`src/rtl/decap_ekey_lookup.sv`:
```
// Decap ekey lookup engine: hashes a key into both ekey hash tables, matches bucket entries,
// reads the matching value and writes back word 0 with its saturating hit counter bumped.
`ifndef EKEY_HASH_TABLE_DEPTH_NBITS
`define EKEY_HASH_TABLE_DEPTH_NBITS 8
`endif
`ifndef EKEY_VALUE_DEPTH_NBITS
`define EKEY_VALUE_DEPTH_NBITS 10
`endif
`ifndef EKEY_VALUE_NBITS
`define EKEY_VALUE_NBITS 128
`endif
`ifndef RESET_SIG
`define RESET_SIG rst_n
`endif

module decap_ekey_lookup #(
  parameter int KEY_NBITS         = 64,
  parameter int DEPTH_NBITS       = `EKEY_HASH_TABLE_DEPTH_NBITS,
  parameter int VALUE_DEPTH_NBITS = `EKEY_VALUE_DEPTH_NBITS,
  parameter int ENTRY_NBITS       = 1 + KEY_NBITS + VALUE_DEPTH_NBITS,
  parameter int BUCKET_NBITS      = 2 * ENTRY_NBITS,
  parameter int VALUE_NBITS       = `EKEY_VALUE_NBITS,
  parameter int WM_NBITS          = 64
) (
  input  logic                         clk,
  input  logic                         `RESET_SIG,

  input  logic                         req_valid,
  input  logic [KEY_NBITS-1:0]         req_key,
  output logic                         req_ready,

  output logic                         resp_valid,
  input  logic                         resp_ready,
  output logic                         resp_hit,
  output logic [VALUE_DEPTH_NBITS-1:0] resp_ptr,
  output logic [VALUE_NBITS-1:0]       resp_value,

  output logic                         ekey_hash_table0_rd,
  output logic [DEPTH_NBITS-1:0]       ekey_hash_table0_raddr,
  input  logic                         ekey_hash_table0_ack,
  input  logic [BUCKET_NBITS-1:0]      ekey_hash_table0_rdata,

  output logic                         ekey_hash_table1_rd,
  output logic [DEPTH_NBITS-1:0]       ekey_hash_table1_raddr,
  input  logic                         ekey_hash_table1_ack,
  input  logic [BUCKET_NBITS-1:0]      ekey_hash_table1_rdata,

  output logic                         ekey_value_rd,
  output logic [VALUE_DEPTH_NBITS-1:0] ekey_value_raddr,
  input  logic                         ekey_value_ack,
  input  logic [VALUE_NBITS-1:0]       ekey_value_rdata,

  output logic                         ekey_value_wr,
  output logic [VALUE_DEPTH_NBITS-1:0] ekey_value_waddr,
  output logic [WM_NBITS-1:0]          ekey_value_wdata,

  output logic [31:0]                  lookup_cnt,
  output logic [31:0]                  hit_cnt
);

  localparam int NCHUNK    = (KEY_NBITS + DEPTH_NBITS - 1) / DEPTH_NBITS;
  localparam int PAD_NBITS = NCHUNK * DEPTH_NBITS;

  typedef enum logic [2:0] {
    StIdle, StBktRd, StBktWait, StCmp, StValRd, StValWait, StWrbk, StResp
  } state_e;

  state_e state_q, state_d;

  logic [KEY_NBITS-1:0]         key_q;
  logic [DEPTH_NBITS-1:0]       h0_q, h1_q;
  logic                         got0_q, got1_q;
  logic [BUCKET_NBITS-1:0]      bkt0_q, bkt1_q;
  logic                         hit_q;
  logic [VALUE_DEPTH_NBITS-1:0] ptr_q;
  logic [VALUE_NBITS-1:0]       val_q;
  logic [31:0]                  lookup_cnt_q, hit_cnt_q;

  logic                         cmp_hit;
  logic [VALUE_DEPTH_NBITS-1:0] cmp_ptr;
  logic [ENTRY_NBITS-1:0]       ent [4];
  logic [31:0]                  cnt_low;
  logic                         bkt_done;

  function automatic logic [DEPTH_NBITS-1:0] fold(input logic [KEY_NBITS-1:0] k);
    logic [PAD_NBITS-1:0]   p;
    logic [DEPTH_NBITS-1:0] r;
    p = '0;
    p[KEY_NBITS-1:0] = k;
    r = '0;
    for (int i = 0; i < NCHUNK; i++) r = r ^ p[i*DEPTH_NBITS +: DEPTH_NBITS];
    return r;
  endfunction

  function automatic logic [KEY_NBITS-1:0] bit_rev(input logic [KEY_NBITS-1:0] k);
    logic [KEY_NBITS-1:0] r;
    for (int i = 0; i < KEY_NBITS; i++) r[i] = k[KEY_NBITS-1-i];
    return r;
  endfunction

  // Candidate order t0.e0, t0.e1, t1.e0, t1.e1; scanning downwards lets the lowest index win.
  always_comb begin
    ent[0]  = bkt0_q[0 +: ENTRY_NBITS];
    ent[1]  = bkt0_q[ENTRY_NBITS +: ENTRY_NBITS];
    ent[2]  = bkt1_q[0 +: ENTRY_NBITS];
    ent[3]  = bkt1_q[ENTRY_NBITS +: ENTRY_NBITS];
    cmp_hit = 1'b0;
    cmp_ptr = '0;
    for (int i = 3; i >= 0; i--) begin
      if (ent[i][ENTRY_NBITS-1] && (ent[i][ENTRY_NBITS-2 -: KEY_NBITS] == key_q)) begin
        cmp_hit = 1'b1;
        cmp_ptr = ent[i][VALUE_DEPTH_NBITS-1:0];
      end
    end
  end

  assign bkt_done = (got0_q | ekey_hash_table0_ack) & (got1_q | ekey_hash_table1_ack);
  assign cnt_low  = (val_q[31:0] == 32'hFFFF_FFFF) ? val_q[31:0] : val_q[31:0] + 32'd1;

  always_comb begin
    state_d = state_q;
    unique case (state_q)
      StIdle:    if (req_valid) state_d = StBktRd;
      StBktRd:   state_d = StBktWait;
      StBktWait: if (bkt_done) state_d = StCmp;
      StCmp:     state_d = cmp_hit ? StValRd : StResp;
      StValRd:   state_d = StValWait;
      StValWait: if (ekey_value_ack) state_d = StWrbk;
      StWrbk:    state_d = StResp;
      StResp:    if (resp_ready) state_d = StIdle;
      default:   state_d = StIdle;
    endcase
  end

  always_ff @(posedge clk) begin
    if (!`RESET_SIG) state_q <= StIdle;
    else             state_q <= state_d;
  end

  always_ff @(posedge clk) begin
    if (!`RESET_SIG) begin
      key_q        <= '0;
      h0_q         <= '0;
      h1_q         <= '0;
      got0_q       <= 1'b0;
      got1_q       <= 1'b0;
      bkt0_q       <= '0;
      bkt1_q       <= '0;
      hit_q        <= 1'b0;
      ptr_q        <= '0;
      val_q        <= '0;
      lookup_cnt_q <= '0;
      hit_cnt_q    <= '0;
    end else begin
      unique case (state_q)
        StIdle: begin
          if (req_valid) begin
            key_q  <= req_key;
            h0_q   <= fold(req_key);
            h1_q   <= fold(bit_rev(req_key));
            got0_q <= 1'b0;
            got1_q <= 1'b0;
            hit_q  <= 1'b0;
            ptr_q  <= '0;
            val_q  <= '0;
            if (lookup_cnt_q != 32'hFFFF_FFFF) lookup_cnt_q <= lookup_cnt_q + 32'd1;
          end
        end
        StBktWait: begin
          if (ekey_hash_table0_ack) begin
            bkt0_q <= ekey_hash_table0_rdata;
            got0_q <= 1'b1;
          end
          if (ekey_hash_table1_ack) begin
            bkt1_q <= ekey_hash_table1_rdata;
            got1_q <= 1'b1;
          end
        end
        StCmp: begin
          if (cmp_hit) begin
            hit_q <= 1'b1;
            ptr_q <= cmp_ptr;
          end
        end
        StValWait: begin
          if (ekey_value_ack) val_q <= ekey_value_rdata;
        end
        StWrbk: begin
          if (hit_cnt_q != 32'hFFFF_FFFF) hit_cnt_q <= hit_cnt_q + 32'd1;
        end
        default: ;
      endcase
    end
  end

  always_comb begin
    req_ready              = (state_q == StIdle);
    resp_valid             = (state_q == StResp);
    resp_hit               = hit_q;
    resp_ptr               = ptr_q;
    resp_value             = val_q;
    ekey_hash_table0_rd    = (state_q == StBktRd);
    ekey_hash_table1_rd    = (state_q == StBktRd);
    ekey_hash_table0_raddr = h0_q;
    ekey_hash_table1_raddr = h1_q;
    ekey_value_rd          = (state_q == StValRd);
    ekey_value_raddr       = ptr_q;
    ekey_value_wr          = (state_q == StWrbk);
    ekey_value_waddr       = ptr_q;
    ekey_value_wdata       = '0;
    if (state_q == StWrbk) ekey_value_wdata = {val_q[WM_NBITS-1:32], cnt_low};
    lookup_cnt             = lookup_cnt_q;
    hit_cnt                = hit_cnt_q;
  end

endmodule

```
`config.mk`:
```
export PLATFORM = sky130hd
export DESIGN_NAME = decap_ekey_lookup
export DESIGN_NICKNAME = d
export VERILOG_FILES = /design/src/rtl/decap_ekey_lookup.sv
export SDC_FILE = /design/constraint.sdc
export NUM_CORES = 1
export LEC_CHECK = 0
export CAP_MARGIN = 30
export CORE_AREA = 5 5 308 310
export DETAILED_ROUTE_END_ITERATION = 8
export DIE_AREA = 0 0 313 315
export GPL_ROUTABILITY_DRIVEN = 0
export SYNTH_ARGS = -nofsm -noshare
export SYNTH_HDL_FRONTEND = slang
export SYNTH_SLANG_ARGS = --single-unit
```
`constraint.sdc`:
```
create_clock -name clk -period 5.2 [get_ports clk]
set_clock_uncertainty 0.2 [all_clocks]
set_input_delay 0.52 -clock clk [delete_from_list [all_inputs] [get_ports clk]]
set_output_delay 0.52 -clock clk [all_outputs]
set_load 0.1 [all_outputs]
```
# == Word-level counts from Yosys, hierarchy flattened ==
# Index checks and enable logic that the tools add are counted.
# op_classes
eq_ne,21
add_sub_neg,3
n_reduce_logical,18
bitwise_logic,17
muxes,29
# ops
op,count
$eq A64 B64 Y1,4
$mux W128,2
$pmux W128 S2,1
$xor A8 B8 Y8,14
$add A32 B1 Y32 const B,3
$mux W64,1
$ne A32 B32 Y1 const B,2
$mux W10,6
$eq A32 B32 Y1 const B,1
$mux W32,1
$pmux W3 S8,1
$pmux W10 S2,1
$reduce_and A3 Y1,5
$eq A3 B3 Y1 const B,4
$mux W3,4
$ne A2 B2 Y1 const B,6
$mux W1,8
$reduce_and A2 Y1,4
$eq A3 B2 Y1 const B,2
$pmux W1 S2,3
$reduce_bool A2 Y1,3
$logic_and A1 B1 Y1,4
$reduce_and A4 Y1,1
$eq A3 B1 Y1 const B,1
5 further kinds,6
# totals
ff_bits,588
out_inout_bits,309
in_bits,499
elab_cells,101

# == Depth between registers and ports, before layout ==
# logic_depth
depth_word,8
ltp_mapped,10
depth_no_buf,9

# == Worst setup path before layout ==
# Ideal clock, no wire load.
# synth_path
path_kind,register to output
from,"register val_q[0], in the netlist resp_value[0]"
to,output port ekey_value_wdata[26]
n_path_buf,0
t_arrival_ns,4.211
path_stages_with_launch,9
slack_ns,0.269
t_required_ns,4.480
path_cell_list,dfxtp_1 -> ha_1 -> and3_1 -> nand3_1 -> or2_0 -> nor3_1 -> nand2b_1 -> or3_1 -> a21oi_1
# synth_via
elab_chain_cells,3
word_cells_on_any_way,4
# synth_lines
item,line,source
start: declaration,76,logic [VALUE_NBITS-1:0] val_q;
start signal: assignment,186,if (ekey_value_ack) val_q <= ekey_value_rdata;
$add A32 B1 Y32 / $eq A32 B32 Y1 (equally long branches),118,assign cnt_low = (val_q[31:0] == 32'hFFFF_FFFF) ? val_q[31:0] : val_q[31:0] + 32'd1;
$mux W32 *,118,
$mux W64 *,211,"if (state_q == StWrbk) ekey_value_wdata = {val_q[WM_NBITS-1:32], cnt_low};"
end: declaration,55,"output logic [WM_NBITS-1:0] ekey_value_wdata,"
# Mark *: on every way between the ends. The rest lies on a longest branch, timed or not.

# == Worst setup path in the final report ==
# layout_path
from,"register val_q[0], in the netlist resp_value[0]"
to,output port ekey_value_wdata[30]
# Same word-level chain as after synthesis.

==> results_dict.tcl <==
set metrics [dict create \
    worstHoldStart "rst_n" \
    portBuffers 807 \
    htreeDepth 3 \
    outcome "complete, no violations" \
    grt_pass1_wl_um 193300 \
    syn_to_final_growth_pct 47.63 \
    yosysUniqueCellTypes 65 \
    numCtsBuffers 71 \
    use_met2 0.3843 \
    synth_edf_count 0 \
    irDropWorstVdd_mv 0.2196 \
    top_usage_layer "met2" \
    cp_max_fo 6 \
    crit_required_ps 4480 \
    power.switching_mw 3.693 \
    crit_start "resp_value[0]$_SDFFE_PN0P_" \
    clkPwrFrac 0.417 \
    grt_use_total 0.2681 \
    relSlewSlack 0.2901 \
    synthArstFlopShare 0 \
    maxSlewViolCount 0 \
    p_int_mw 8.568 \
    fin_crit_sh 0.8167 \
    cts_hold_buffers 0 \
    crit_arrival_ps 3530 \
    cts_sinks 588 \
    post_cts_buffers 0 \
    core_um2 91390 \
    maxCapViolations 0 \
    reg2reg_to "key_q[1]$_SDFFE_PN0P_" \
    seqPwrFrac 0.407 \
    nNetsFinal 4626 \
    fmax_mhz 235.5 \
    holdWs_ps 248.7 \
    grt-ovfl-total 0 \
    dr.pass1.iters 6 \
    route.detailed.drc 0 \
    die_h_um 315 \
    vias 27614 \
    synth_nets 3903 \
    cts_tree "yes" \
    cp-end-kind "output port" \
    cts_resized 0 \
    r2r_slack_ps 1500 \
    start_kind "flip-flop" \
    clkTransAtPathRegs_ps 60 \
    ys_seq_area_frac 0.4254 \
    hpwl_um 110300 \
    start_util 0.3028 \
    cts_buffer_depth 3 \
    fin_setup_tns_ps 0 \
    wl_per_cell_um 26.05 \
    setup-violations-final 0 \
    power_density_nw_per_um2 300.1 \
    final_cell_mix "nand2_1, clkdlybuf4s50_1, dfxtp_1" \
    grt_max_degree 173 \
    hold_viol_final 0 \
    ys_ff_latch 588 \
    grt_antenna_before_repair 21 \
    dieArea_um2 98600 \
    ys.flop_type "dfxtp_1" \
    combPwrFrac 0.176 \
    worst_pin_slew_ps 1065 \
    rows 111 \
    use_met1 0.3790 \
    clock_latency_ps 630 \
    synth.avg_cell_area_um2 8.137 \
    reg2reg_depth 5 \
    regArea_um2 11770 \
    multi_input_area_um2 14630 \
    via_per_inst 5.133 \
    ant_nets 0 \
    crit_type "flip-flop to output port" \
    yosysWarningCount 0 \
    rsz0062_at_grt "no" \
    fillers 8962 \
    cts-root-buf "clkbuf_16" \
    final.min_clock_period_ps 4247 \
    hold_path_class "primary input to flip-flop" \
    final_common_cell "nand2_1" \
    drive_gt1_frac 0.07924 \
    syn_inst 3401 \
    dr.first_iter.drc_count 3180 \
    hold_depth 2 \
    switching_share 0.3012 \
    use_met3 0.07658 \
    r2r_start "state_q[0]$_SDFFE_PN0P_" \
    chipWidth_um 313 \
    drt-total-wl_um 140100 \
    synth_area_um2 27670 \
    ios 808 \
    leakage_nw 14.26 \
    grt_pass1_vias 26351 \
    hold_end "bkt1_q[84]$_SDFFE_PN0P_" \
]
[synthesized netlist by cell type (all sizes together), types with 24 or more instances]
cell type  count  share of area
a21boi       499           0.14
and2          97          0.022
buf           32         0.0080
clkbuf       246          0.033
dfxtp        588           0.43
inv           53         0.0072
nand2        933           0.13
nand2b        41         0.0093
nand3        172          0.031
nand4         59          0.014
nor2          79          0.011
nor2b         32         0.0080
nor3          24         0.0045
nor4          41          0.011
xnor2        206          0.065
xor2         113          0.036
[cell families after synthesis]
logic type	count (synthesis)	share of synthesized area
simple gates	1542	0.2539
compound gates	616	0.1690
flops	588	0.4254
buf+inv	331	0.04865
xor+xnor	319	0.1010
fa+ha+maj	3	0.001357
mux	2	0.0007234
[area by class of cell]
cell class / count / area share
multi-input combinational: 2482 / 0.3581
sequential: 588 / 0.2881
timing repair buffer: 928 / 0.2540
clock buffer: 103 / 0.05084
tap: 1186 / 0.03632
clock inverter: 23 / 0.006676
inverter: 53 / 0.004870
antenna: 17 / 0.001041
[how the worst max path moves through the flow]
stage,to,slack (ps),cells past startpoint
after floorplan,ekey_value_wdata[26],270,8
after global placement,key_q[6]$_SDFFE_PN0P_,1650,5
after detailed placement,ekey_value_wdata[26],1690,9
after CTS,ekey_value_wdata[17],990,8
after global routing,ekey_value_wdata[26],720,9
final,ekey_value_wdata[30],950,9
[power groups by stage]
stage / registers, mW / logic, mW / clock network [mW]
final: 4.99 / 2.16 / 5.12
after global placement: 5.06 / 2.11 / 0
after global routing: 4.99 / 2.28 / 5.37
after CTS: 4.97 / 2.14 / 5.17
after floorplan: 5.07 / 1.05 / 0
after detailed placement: 5.06 / 2.13 / 0
[metrics by stage]
step / util / worst slack, ps / instances / cell area (µm²) / total power, mW
2_1_floorplan: - / 269.1 / 3401 / 27670 / 6.118
5_1_grt: 0.4469 / 724.1 / 5373 / 40840 / 12.63
3_3_place_gp: 0.3986 / 1654 / 5163 / 36420 / 7.170
4_1_cts: 0.4460 / 991.3 / 5361 / 40760 / 12.28
3_5_place_dp: 0.4203 / 1692 / 5235 / 38410 / 7.194
6_report: 0.4471 / 953.2 / 5380 / 40850 / 12.26
[critical path, cell delays in order (launching register included)]
cell and delay [ps]:
dfxtp_1 480, ha_1 210, and3_1 190, nand3_1 130
or2_0 260, nor3_1 540, nand2b_1 260, or3_1 360
a21oi_1 160, buf_4 310
[routing by layer]
layer	wire length, µm	vias up
met5	103	-
met4	6037	14
met3	14300	304
met2	58210	1404
met1	61470	13172
li1	-	12720
[sequential cells by signal, summed over array words and instances (netlist names)]
signal,flops
bkt0_q,150
resp_hit,1
state_q,3
ekey_hash_table1_raddr,8
key_q,64
ekey_value_raddr,10
got0_q,1
hit_cnt,32
bkt1_q,150
got1_q,1
ekey_hash_table0_raddr,8
resp_value,128
lookup_cnt,32
Note: power is estimated with default switching activity, not from simulation.
